### config.mk
export PLATFORM = sky130hd
export DESIGN_NAME = wallace_cpa_pipe
export DESIGN_NICKNAME = d
export VERILOG_FILES = /design/src/rtl/wallace_cpa_pipe.sv
export SDC_FILE = /design/constraint.sdc
export NUM_CORES = 1
export LEC_CHECK = 0
export ABC_AREA = 1
export BUFFER_PORTS_ARGS = -buffer_cell sky130_fd_sc_hd__buf_4
export CORE_MARGIN = 2
export CORE_UTILIZATION = 49
export CTS_BUF_LIST = sky130_fd_sc_hd__clkbuf_8
export DETAILED_ROUTE_END_ITERATION = 16
export PLACE_DENSITY = 0.78
export SETUP_SLACK_MARGIN = 0.15
export SKIP_CTS_REPAIR_TIMING = 1
export SLEW_MARGIN = 10
export SYNTH_ARGS = -nofsm -noshare
export SYNTH_HDL_FRONTEND = slang
export SYNTH_SLANG_ARGS = --single-unit
### constraint.sdc
create_clock -name clk -period 3.8 [get_ports clk]
set_input_delay 0.38 -clock clk [delete_from_list [all_inputs] [get_ports clk]]
set_output_delay 0.38 -clock clk [all_outputs]
set_load 0.1 [all_outputs]
### src/rtl/wallace_cpa_pipe.sv
// Final carry-propagate adder of the 8x8 Wallace multiplier: sum row + carry row,
// split into two registered ripple stages with a valid/ready handshake.
module wallace_cpa_pipe #(
    parameter int unsigned WIDTH = 16,
    parameter int unsigned SPLIT = 8
) (
    input  logic             clk,
    input  logic             rst_n,
    input  logic [WIDTH-1:0] sum_vec,
    input  logic [WIDTH-1:0] carry_vec,
    input  logic             in_valid,
    output logic             in_ready,
    output logic [WIDTH-1:0] product,
    output logic             ovf,
    output logic             out_valid,
    input  logic             out_ready
);

    localparam int unsigned HI = WIDTH - SPLIT;

    logic             r_s1_valid;
    logic [SPLIT-1:0] r_s1_lo;
    logic             r_s1_c1;
    logic [HI-1:0]    r_s1_hi_sum;
    logic [HI-1:0]    r_s1_hi_carry;

    logic             r_s2_valid;
    logic [WIDTH-1:0] r_product;
    logic             r_ovf;

    logic             w_s2_adv;
    logic             w_s1_adv;
    logic [SPLIT-1:0] w_lo;
    logic             w_c1;
    logic [HI-1:0]    w_hi;
    logic             w_c2;

    assign w_s2_adv = !r_s2_valid || out_ready;
    assign w_s1_adv = !r_s1_valid || w_s2_adv;

    // Low ripple chain: bit 0 has no carry-in, so it reduces to a half adder.
    always_comb begin : lo_adder
        logic c;
        c    = 1'b0;
        w_lo = '0;
        for (int unsigned i = 0; i < SPLIT; i++) begin
            w_lo[i] = sum_vec[i] ^ carry_vec[i] ^ c;
            c       = (sum_vec[i] & carry_vec[i]) | (c & (sum_vec[i] ^ carry_vec[i]));
        end
        w_c1 = c;
    end

    // High ripple chain, seeded with the registered carry out of the low half.
    always_comb begin : hi_adder
        logic c;
        c    = r_s1_c1;
        w_hi = '0;
        for (int unsigned i = 0; i < HI; i++) begin
            w_hi[i] = r_s1_hi_sum[i] ^ r_s1_hi_carry[i] ^ c;
            c       = (r_s1_hi_sum[i] & r_s1_hi_carry[i]) |
                      (c & (r_s1_hi_sum[i] ^ r_s1_hi_carry[i]));
        end
        w_c2 = c;
    end

    always_ff @(posedge clk or negedge rst_n) begin
        if (!rst_n) begin
            r_s1_valid    <= 1'b0;
            r_s1_lo       <= '0;
            r_s1_c1       <= 1'b0;
            r_s1_hi_sum   <= '0;
            r_s1_hi_carry <= '0;
        end else if (w_s1_adv) begin
            r_s1_valid <= in_valid;
            if (in_valid) begin
                r_s1_lo       <= w_lo;
                r_s1_c1       <= w_c1;
                r_s1_hi_sum   <= sum_vec[WIDTH-1:SPLIT];
                r_s1_hi_carry <= carry_vec[WIDTH-1:SPLIT];
            end
        end
    end

    // Output register doubles as stage 2; it empties when drained with no stage-1 item.
    always_ff @(posedge clk or negedge rst_n) begin
        if (!rst_n) begin
            r_s2_valid <= 1'b0;
            r_product  <= '0;
            r_ovf      <= 1'b0;
        end else if (w_s2_adv) begin
            r_s2_valid <= r_s1_valid;
            if (r_s1_valid) begin
                r_product <= {w_hi, r_s1_lo};
                r_ovf     <= w_c2;
            end
        end
    end

    assign in_ready  = w_s1_adv;
    assign product   = r_product;
    assign ovf       = r_ovf;
    assign out_valid = r_s2_valid;

endmodule

==> summary.txt <==
Floorplan
  – Core area: 0.00406 mm^2
  – Cell Rows: 23
  – Die footprint: 0.00482 mm^2
  – Die width: 69.4 um
  – I/O pin cnt: 55
  – Initial core utilization: 51.7%
  – Chip height: 69.4 um

Timing
  – Max_slew headroom: 58.0%
  – Max Clock Skew: 0.00423 ns
  – Tmin final: 3.52 ns
  – Final hold slack: 0.0733 ns
  – Setup WS post-layout: 0.281 ns
  – Achievable Freq: 284 MHz
  – Final setup viols: 0
  – Final period util: 92.6%
  – Pin slew with the least headroom to its limit: 0.629 ns
  – Unrepaired setup endpoints after global routing: true
  – Final hold violations: 0
  – Final TNS setup: 0 ns
  – Max-slew violation count: 0

Clock tree
  – CTS clk-pin slew, worst paths: 0.08 ns
  – Clk buf depth: 2
  – H-tree depth: 2
  – CTS buffer count: 5
  – Root Buffer: clkbuf_8
  – Clock latency on the worst-skew pair: 0.29 ns
  – Sink Count: 44
  – TritonCTS clock tree: built

Hold path
  – Hold Path Class: primary input to async pin

Yosys
  – Seq/Total Area, Yosys: 52.5%
  – Post-synthesis mux area share: 0%
  – Simple-Gate Fraction of Synth Area: 26.0%
  – Largest family of logic cells by synthesized area: simple AND/OR/NAND/NOR gates
  – Adder-cell area share of the yosys netlist: 14.9%
  – Warning count from the yosys run: 0
  – Synth top area cells: dfrtp_1 53%, nand2_1 15%, fa_1 14%, nand3_1 9.3%, inv_1 2.3%
  – Syn Inst Count: 214
  – Synthesis-stage register bit count: 44
  – Mapped Area: 0.00210 mm^2
  – Post-synthesis xor/xnor area fraction: 0%
  – Synth top area share: 52.5%
  – Post-synth cell types: 14
  – Cell type with the highest aggregate area in the netlist: dfrtp_1
  – Complex-gate fraction of the synthesized area: 0.716%
  – Mean area per synthesized cell: 9.80 um^2
  – Syn nets: 266

Routing
  – Antenna Nets Post-Route: 0
  – Via density: 4.91
  – 1st-pass router iterations: 4
  – Total wire length: 3.93 mm
  – Initial detailed-routing violation count: 98
  – Via count: 1543
  – WL/cell: 12.5 um
  – Drt drc: 0

Place
  – Place WS: 0.0339 ns
  – IO buf count: 54
  – GPL Wtd Cong: 0.821
  – Post-DP HPWL: 2.96 mm

Power
  – Sw Share: 51.7%
  – P_sw: 1.01 mW
  – Max VDD drop: 0.283 mV
  – Static leakage: 1.39 nW
  – Internal power: 0.941 mW
  – PD cells: 751 mW/mm^2
  – Sequential power share: 34.8%
  – Clock share of power: 13.7%
  – Comb power frac: 51.4%
  – Total power: 1.95 mW

Setup path
  – CP delay by family, top: adder cells
  – Setup crit start kind: flip-flop
  – CP Max Fanout: 2
  – Critical path class: flip-flop to flip-flop
  – WP data required: 4.01 ns
  – Worst path slowest cell: dfrtp_1
  – Worst path bufs/invs: 3
  – Crit path DAT: 3.73 ns
  – Largest stage delay on the critical path: 0.41 ns
  – Crit-path cells: fa_2 -> fa_2 -> fa_2 -> fa_2 -> fa_2 -> inv_1 -> fa_1 -> inv_1 -> fa_1 -> inv_1 -> fa_1 -> o21ai_1
  – Most used cell, CP: fa_2
  – Kind of end point of the critical path: flip-flop

Global route
  – Grt total ovfl: 0
  – First-pass GRT wire length: 7.00 mm
  – Initial antenna violation count: 0
  – Vias in the first global route: 1596
  – Total GRT Usage: 18.2%
  – Largest net degree at the start of global routing: 45

Layout
  – Share of layout cells above drive strength 1: 26.5%
  – FF+latch area: 0.00110 mm^2
  – Multi-input combinational cell area: 886 um^2
  – # diodes: 0
  – Layout area overhead: 23.6%
  – Finished Core Util: 63.9%
  – Fill cells: 339
  – Nets@finish: 316

Run status
  – Outcome: finished clean

Flow run
  – Maxcap violations: 0
## through the flow
stage | instances | instance area, um^2
final | 314 | 2590
after CTS | 313 | 2570
after global placement | 306 | 2490
after detailed placement | 306 | 2490
after floorplan | 214 | 2100
after global routing | 314 | 2590
## sequential cells by signal, indices dropped and copies added (netlist names)
name	cells
r_s1_lo	8
r_s1_hi_sum	8
ovf	1
out_valid	1
r_s1_hi_carry	8
product	16
r_s1_valid	1
r_s1_c1	1
## logic make-up after synthesis
| family | Yosys count |
|---|---|
| simple gates | 126 |
| flops | 44 |
| buf+inv | 25 |
| fa+ha+maj | 16 |
| compound gates | 3 |
## routing by layer
layer  track usage, %  wire (um)  vias to the layer above
met5                0          0                        -
met4             4.58         28                        0
met3             5.52        196                        2
met2             30.6       1950                       40
met1             23.2       1760                      738
li1                 -          -                      763
## cell type report
class | count | area share, %
Clock buffer | 5 | 2.65
Timing Repair Buffer | 55 | 15.9
Clock inverter | 2 | 0.483
Tap cell | 50 | 2.41
Multi-Input combinational cell | 145 | 34.2
Inverter | 13 | 1.88
Sequential cell | 44 | 42.5
## final timing paths
kind | startpoint | to | slack [ns] | cells past startpoint
worst max-delay path | r_s1_hi_carry[0]$_DFFE_PN0P_ | product[15]$_DFFE_PN0P_ | 0.28 | 12
worst min-delay path | rst_n | r_s1_lo[3]$_DFFE_PN0P_ | 0.07 | 1
worst max register to register | r_s1_hi_carry[0]$_DFFE_PN0P_ | product[15]$_DFFE_PN0P_ | 0.28 | 12
worst min register to register | product[4]$_DFFE_PN0P_ | product[4]$_DFFE_PN0P_ | 0.48 | 2
max in group asynchronous | rst_n | product[14]$_DFFE_PN0P_ | 3.36 | 1
min in group clk | sum_vec[15] | r_s1_hi_sum[7]$_DFFE_PN0P_ | 0.32 | 3
## power by group through the flow
stage | sequential (mW) | combinational [mW] | clock (mW)
after floorplan | 1.24 | 0.216 | 0
after global placement | 0.683 | 0.986 | 0
after detailed placement | 0.687 | 1.00 | 0
after CTS | 0.678 | 1.00 | 0.278
after global routing | 0.696 | 1.07 | 0.298
final | 0.678 | 1.00 | 0.268
## cells in the mapped netlist
cell type,instances
ha_1,1
inv_1,13
buf_6,2
nand2_4,1
clkbuf_1,1
buf_4,1
dfrtp_1,44
buf_2,8
nand2_1,84
nand3_4,1
nand3_1,39
fa_1,15
o21ai_0,3
nand2_2,1
## worst reg2reg max path: cells and delay by family (launching register included)
family,cells,cell delay [ns]
AOI/OAI and AO/OA,1,0.12
adders and majority gates,8,2.72
buffers and inverters,3,0.20
DFF,1,0.41
## cell usage in the layout (no fill, tap or decap)
master      instances
nand2_1            84
buf_4              55
dfrtp_1            44
nand3_1            39
inv_1              13
fa_1               10
fa_2                5
clkbuf_8            5
o21ai_0             2
nand3_4             1
nand2_4             1
nand2_2             1
o21ai_1             1
ha_1                1
clkinv_2            1
clkinvlp_4          1
Power figures use the tool's default switching activity.
